--- config.mk ---
export PLATFORM = sky130hd
export DESIGN_NAME = maze_tile_scanner_flat
export DESIGN_NICKNAME = d
export VERILOG_FILES = /design/src/rtl/maze_tile_scanner_if.sv /design/src/rtl/maze_tile_scanner.sv /design/src/flat_wrapper.sv
export SDC_FILE = /design/constraint.sdc
export NUM_CORES = 1
export LEC_CHECK = 0
export CAP_MARGIN = 30
export CORE_MARGIN = 3
export CORE_UTILIZATION = 49
export CTS_CLUSTER_DIAMETER = 200
export DETAILED_ROUTE_END_ITERATION = 10
export HOLD_SLACK_MARGIN = 0.05
export PLACE_DENSITY = 0.85
export SLEW_MARGIN = 20
export SYNTH_ARGS = -nofsm -noshare
export SYNTH_HDL_FRONTEND = slang
export SYNTH_SLANG_ARGS = --single-unit
--- constraint.sdc ---
create_clock -name clk -period 3.65 [get_ports clk]
set_input_delay 0.73 -clock clk [delete_from_list [all_inputs] [get_ports clk]]
set_output_delay 0.73 -clock clk [all_outputs]
set_load 0.02 [all_outputs]
--- src/rtl/maze_tile_scanner_if.sv ---
// Pixel-side bundle between the VGA timing generator, the maze map RAM,
// the tile graphic ROMs and the tile scanner.
interface maze_tile_scanner_if #(
  parameter int REL_BITS         = 7,
  parameter int PIXEL_COLOR_BITS = 8,
  parameter int ADDR_BITS        = 6
);
  logic                        pix_en;
  logic [9:0]                  hcount;
  logic [9:0]                  vcount;
  logic [ADDR_BITS-1:0]        map_addr;
  logic [1:0]                  map_data;
  logic [REL_BITS-1:0]         rel_x;
  logic [REL_BITS-1:0]         rel_y;
  logic [PIXEL_COLOR_BITS-1:0] wall_pixel;
  logic [PIXEL_COLOR_BITS-1:0] pellet_pixel;
  logic [PIXEL_COLOR_BITS-1:0] pixel_out;
  logic                        pixel_valid;

  // Environment side: timing generator, map RAM and graphic ROMs.
  modport master (
    output pix_en, hcount, vcount, map_data, wall_pixel, pellet_pixel,
    input  map_addr, rel_x, rel_y, pixel_out, pixel_valid
  );

  // Scanner side.
  modport slave (
    input  pix_en, hcount, vcount, map_data, wall_pixel, pellet_pixel,
    output map_addr, rel_x, rel_y, pixel_out, pixel_valid
  );
endinterface

--- src/rtl/maze_tile_scanner.sv ---
// Scan-order tile addresser and compositor: incremental tile/offset trackers,
// 3-stage pipeline (map address, ROM offsets + tile type, registered colour).
module maze_tile_scanner #(
  parameter int PIXELS_WIDTH     = 80,
  parameter int REL_BITS         = 7,
  parameter int PIXEL_COLOR_BITS = 8,
  parameter int MAP_COLS         = 8,
  parameter int MAP_ROWS         = 6,
  parameter int ADDR_BITS        = 6,
  parameter int H_ACTIVE         = 640,
  parameter int V_ACTIVE         = 480
) (
  input  logic               clk,
  input  logic               rst,
  maze_tile_scanner_if.slave bus
);
  localparam int COL_BITS = $clog2(MAP_COLS + 1);
  localparam int ROW_BITS = $clog2(MAP_ROWS + 1);

  localparam logic [9:0]          H_END   = 10'(H_ACTIVE);
  localparam logic [9:0]          H_LAST  = 10'(H_ACTIVE - 1);
  localparam logic [9:0]          V_END   = 10'(V_ACTIVE);
  localparam logic [REL_BITS-1:0] OFF_LAST = REL_BITS'(PIXELS_WIDTH - 1);
  localparam logic [COL_BITS-1:0] COL_LIM = COL_BITS'(MAP_COLS);
  localparam logic [ROW_BITS-1:0] ROW_LIM = ROW_BITS'(MAP_ROWS);
  localparam logic [ADDR_BITS-1:0] ROW_STEP = ADDR_BITS'(MAP_COLS);

  // Trackers
  logic [REL_BITS-1:0]  x_off_reg, y_off_reg;
  logic [COL_BITS-1:0]  col_reg;
  logic [ROW_BITS-1:0]  row_reg;
  logic [ADDR_BITS-1:0] row_base_reg;
  logic                 frame_locked_reg;

  // Pipeline
  logic                        s1_active_reg, s1_oob_reg;
  logic [REL_BITS-1:0]         s1_x_reg, s1_y_reg;
  logic [ADDR_BITS-1:0]        map_addr_reg;
  logic                        s2_active_reg, s2_oob_reg;
  logic [REL_BITS-1:0]         rel_x_reg, rel_y_reg;
  logic [PIXEL_COLOR_BITS-1:0] pixel_out_reg;
  logic                        pixel_valid_reg;

  logic                        frame_start, line_end, cap_active, cap_oob;
  logic [REL_BITS-1:0]         cap_x, cap_y;
  logic [COL_BITS-1:0]         cap_col;
  logic [ROW_BITS-1:0]         cap_row;
  logic [ADDR_BITS-1:0]        cap_base;
  logic [PIXEL_COLOR_BITS-1:0] pixel_next;

  always_comb begin
    frame_start = bus.pix_en && (bus.hcount == 10'd0) && (bus.vcount == 10'd0);
    line_end    = bus.pix_en && (bus.hcount == H_LAST) && (bus.vcount < V_END);
    cap_x       = (bus.hcount == 10'd0) ? '0 : x_off_reg;
    cap_col     = (bus.hcount == 10'd0) ? '0 : col_reg;
    cap_y       = frame_start ? '0 : y_off_reg;
    cap_row     = frame_start ? '0 : row_reg;
    cap_base    = frame_start ? '0 : row_base_reg;
    cap_active  = bus.pix_en && (bus.hcount < H_END) && (bus.vcount < V_END) &&
                  (frame_locked_reg || frame_start);
    cap_oob     = (cap_col >= COL_LIM) || (cap_row >= ROW_LIM);
  end

  // map_data is the tile type for the address issued in the previous cycle.
  always_comb begin
    pixel_next = '0;
    if (s2_active_reg && !s2_oob_reg) begin
      case (bus.map_data)
        2'd1:    pixel_next = bus.wall_pixel;
        2'd2:    pixel_next = bus.pellet_pixel;
        default: pixel_next = '0;
      endcase
    end
  end

  always_ff @(posedge clk) begin
    if (rst) begin
      x_off_reg        <= '0;
      col_reg          <= '0;
      y_off_reg        <= '0;
      row_reg          <= '0;
      row_base_reg     <= '0;
      frame_locked_reg <= 1'b0;
    end else begin
      if (bus.pix_en) begin
        if (cap_active && cap_x == OFF_LAST) begin
          x_off_reg <= '0;
          col_reg   <= (cap_col == COL_LIM) ? cap_col : cap_col + 1'b1;
        end else begin
          x_off_reg <= cap_active ? cap_x + 1'b1 : cap_x;
          col_reg   <= cap_col;
        end
      end
      // hcount==0 and hcount==H_ACTIVE-1 never coincide, so these are exclusive.
      if (frame_start) begin
        y_off_reg        <= '0;
        row_reg          <= '0;
        row_base_reg     <= '0;
        frame_locked_reg <= 1'b1;
      end else if (line_end) begin
        if (y_off_reg == OFF_LAST) begin
          y_off_reg <= '0;
          if (row_reg != ROW_LIM) begin
            row_reg      <= row_reg + 1'b1;
            row_base_reg <= row_base_reg + ROW_STEP;
          end
        end else begin
          y_off_reg <= y_off_reg + 1'b1;
        end
      end
    end
  end

  always_ff @(posedge clk) begin
    if (rst) begin
      s1_active_reg   <= 1'b0;
      s1_oob_reg      <= 1'b0;
      s1_x_reg        <= '0;
      s1_y_reg        <= '0;
      map_addr_reg    <= '0;
      s2_active_reg   <= 1'b0;
      s2_oob_reg      <= 1'b0;
      rel_x_reg       <= '0;
      rel_y_reg       <= '0;
      pixel_out_reg   <= '0;
      pixel_valid_reg <= 1'b0;
    end else begin
      s1_active_reg   <= cap_active;
      s1_oob_reg      <= cap_oob;
      s1_x_reg        <= cap_x;
      s1_y_reg        <= cap_y;
      map_addr_reg    <= (cap_active && !cap_oob) ? cap_base + ADDR_BITS'(cap_col) : '0;
      s2_active_reg   <= s1_active_reg;
      s2_oob_reg      <= s1_oob_reg;
      rel_x_reg       <= s1_x_reg;
      rel_y_reg       <= s1_y_reg;
      pixel_out_reg   <= pixel_next;
      pixel_valid_reg <= s2_active_reg;
    end
  end

  assign bus.map_addr    = map_addr_reg;
  assign bus.rel_x       = rel_x_reg;
  assign bus.rel_y       = rel_y_reg;
  assign bus.pixel_out   = pixel_out_reg;
  assign bus.pixel_valid = pixel_valid_reg;
endmodule

--- src/flat_wrapper.sv ---
// flat-port wrapper written by rule: the top's interface ports become plain ports
module maze_tile_scanner_flat 
#(
  parameter int PIXELS_WIDTH     = 80,
  parameter int REL_BITS         = 7,
  parameter int PIXEL_COLOR_BITS = 8,
  parameter int MAP_COLS         = 8,
  parameter int MAP_ROWS         = 6,
  parameter int ADDR_BITS        = 6,
  parameter int H_ACTIVE         = 640,
  parameter int V_ACTIVE         = 480
)
  (clk, rst, bus_pix_en, bus_hcount, bus_vcount, bus_map_data, bus_wall_pixel, bus_pellet_pixel, bus_map_addr, bus_rel_x, bus_rel_y, bus_pixel_out, bus_pixel_valid);
  maze_tile_scanner_if #(.REL_BITS(REL_BITS), .PIXEL_COLOR_BITS(PIXEL_COLOR_BITS), .ADDR_BITS(ADDR_BITS)) bus_i ();
  input  logic clk;
  input  logic rst;
  input wire logic [$bits(bus_i.pix_en)-1:0] bus_pix_en;
  input wire logic [$bits(bus_i.hcount)-1:0] bus_hcount;
  input wire logic [$bits(bus_i.vcount)-1:0] bus_vcount;
  input wire logic [$bits(bus_i.map_data)-1:0] bus_map_data;
  input wire logic [$bits(bus_i.wall_pixel)-1:0] bus_wall_pixel;
  input wire logic [$bits(bus_i.pellet_pixel)-1:0] bus_pellet_pixel;
  output wire logic [$bits(bus_i.map_addr)-1:0] bus_map_addr;
  output wire logic [$bits(bus_i.rel_x)-1:0] bus_rel_x;
  output wire logic [$bits(bus_i.rel_y)-1:0] bus_rel_y;
  output wire logic [$bits(bus_i.pixel_out)-1:0] bus_pixel_out;
  output wire logic [$bits(bus_i.pixel_valid)-1:0] bus_pixel_valid;
  assign bus_i.pix_en = bus_pix_en;
  assign bus_i.hcount = bus_hcount;
  assign bus_i.vcount = bus_vcount;
  assign bus_i.map_data = bus_map_data;
  assign bus_i.wall_pixel = bus_wall_pixel;
  assign bus_i.pellet_pixel = bus_pellet_pixel;
  assign bus_map_addr = bus_i.map_addr;
  assign bus_rel_x = bus_i.rel_x;
  assign bus_rel_y = bus_i.rel_y;
  assign bus_pixel_out = bus_i.pixel_out;
  assign bus_pixel_valid = bus_i.pixel_valid;
  maze_tile_scanner #(.PIXELS_WIDTH(PIXELS_WIDTH), .REL_BITS(REL_BITS), .PIXEL_COLOR_BITS(PIXEL_COLOR_BITS), .MAP_COLS(MAP_COLS), .MAP_ROWS(MAP_ROWS), .ADDR_BITS(ADDR_BITS), .H_ACTIVE(H_ACTIVE), .V_ACTIVE(V_ACTIVE)) u_core (.clk(clk), .rst(rst), .bus(bus_i));
endmodule
==> qor.csv <==
metric;value;unit
ioPinCount;70;
dp_hpwl;4600;um
drt_iter0_markers;140;
status;finished clean;
clock_path_buffers;2;
path_class;in -> reg;
yosys_warnings;0;
cts.htree.levels;3;
cp_max_fo;3;
start_kind;primary input;
finalPower;1.547;mW
ctsResizeCount;0;
relSlewSlack;0.5301;
drive_above_1_share;0.06923;
core;5709;sq um
rows;27;
ys_seq_area_frac;0.4828;
p_per_area;390.1;nW/um^2
synthArstFlopShare;0;
slew_violations;0;
synth_edf_count;0;
rsz0062_at_grt;false;
max_slew.worst_pin.slew;702.2;ps
grtUsageMet1;0.2135;
grt_pass1_vias;2450;
gr-usage-met2;0.3207;
maxCapViolations;0;
synth-seq-cells;72;
place_area;3744;sq um
final_area;3965;sq um
fp.dieArea;7065;sq um
grt_pass1_wl;10850;um
wire_per_inst;13.56;um
post-place-ws;334.8;ps
ff_latch_area;1441;sq um
cts-root-buf;clkbuf_8;
wl;6264;um
fp.dieW;84.06;um
cts.sink_count;72;
ys_top_cells_by_area;dfxtp_1 48%, and2_1 5.0%, ha_1 4.6%, nor2_1 3.8%, nor2b_1 3.8%;
die_h;84.06;um
drt_first_pass_iters;4;
antenna_found_initial;0;
cts_setup_buffers;0;
final_common_cell;dfxtp_1;
worstPathArrival;3290;ps
nets;437;
cts_hold_buf;0;
min_period;2996;ps
final_cell_mix;72 x dfxtp_1, 69 x clkdlybuf4s50_1, 30 x nor2_1, 24 x and2_1, 18 x nor2b_1;
post-route-period-util;0.8207;
diodes;0;
synth_top_area_share;0.4828;
area_delta_synth_final;32.82;%
hold_viol_final;0;
finClkSkew;7.537;ps
leakage;1.483;nW
synth_area;2985;sq um
grt_max_degree;38;
synth-main-ff-cell;dfxtp_1;
hold_class;reg -> reg;
start_util;0.5229;
synthCells;314;
tns;0;ps
synth_top_cell_by_area;dfxtp_1;
vias;2503;
route.detailed.drc;0;
syn_nets;366;
clk_pin_slew;80;ps
vdd_drop_max;0.3077;mV
cp.required;3940;ps
setup_ws;654.4;ps
viasPerCell;5.418;
numPortBuffers;69;
multi_input_area;1446;sq um
grt_util_met3;0.07404;
dp_cells;446;
fmax;333.8;MHz
cp-end-kind;flop;
grt_remaining_overflow;0;
cts_tree;done;
antenna_left;0;
yosysUniqueCellTypes;54;
clk_latency;340;ps
setup_viol;0;
routabilityCongestion;0.7746;
fin_cells;462;
fill_cells;439;
track_usage;0.1886;
syn_area_per_cell;9.508;sq um
largest_register_ffs;8;
numCtsBuffers;9;
top_usage_layer;met2;
-- metal layers --
metal,routed length [um],vias up
met3,467,11
met5,0,-
li1,-,1241
met4,68,0
met2,3046,92
met1,2682,1159
-- area by class of cell --
cell class              instances  area share
multi-input cells             217      0.3648
flip-flops and latches         72      0.3635
repair buffers                 73      0.1818
clock buffers                  10     0.03219
clock inverters                 6     0.02367
well taps                      72     0.02272
inverters                      12     0.01136
-- worst paths after layout --
| check | cells after the start | endpoint | start | slack [ps] |
|---|---|---|---|---|
| setup / recovery | 10 | u_core.x_off_reg[1] | bus_hcount[4] | 650 |
| setup reg to reg | 8 | u_core.x_off_reg[1] | u_core.x_off_reg[0] | 1510 |
| hold reg to reg | 1 | u_core.s2_active_reg | u_core.s1_active_reg | 430 |
| hold / removal | 1 | u_core.s2_active_reg | u_core.s1_active_reg | 430 |
-- Yosys cell counts (all sizes together) (6+ instances only) --
cell type / number
a22oi: 8
nand3: 7
and3: 6
nor2b: 18
dfxtp: 72
a21oi: 11
inv: 12
nand4: 9
and2: 24
nor4: 6
clkbuf: 8
o21ai: 12
nand2: 16
nor2: 30
ha: 11
-- cells by family (layout without fill, tap and decap cells) --
family                     count (synthesis)  count (layout)  synth area share
and+or+nand+nor                          142             142            0.2783
DFF                                       72              72            0.4828
AOI/OAI and AO/OA                         53              53            0.1266
buffers and inverters                     25             101           0.03269
adders and majority gates                 11              11           0.04610
xor gates and xnor gates                   8               8           0.02347
muxes                                      3               3           0.01006
-- critical path, cell delays in order --
cell	delay [ps]
clkdlybuf4s50_1	420
nor4_1	360
nand3_1	200
and2_1	220
ha_1	210
nand4_1	140
nor4b_4	60
a2111oi_0	600
and2_1	210
a221o_1	120
-- where the power goes --
| group | switching, mW | internal [mW] | leakage [nW] |
|---|---|---|---|
| Sequential | 0.00000494 | 0.785 | 0.580 |
| Clock | 0.291 | 0.388 | 0.107 |
| Combinational | 0.0350 | 0.0478 | 0.797 |
| Total | 0.326 | 1.22 | 1.48 |
-- metrics by stage --
stage,util,hold WS (ps)
2_1_floorplan,-,413.8
5_1_grt,0.6945,446.0
3_5_place_dp,0.6557,424.2
4_1_cts,0.6945,435.3
3_3_place_gp,0.6557,417.2
6_report,0.6945,431.3
(Power assumes the default switching activity.)
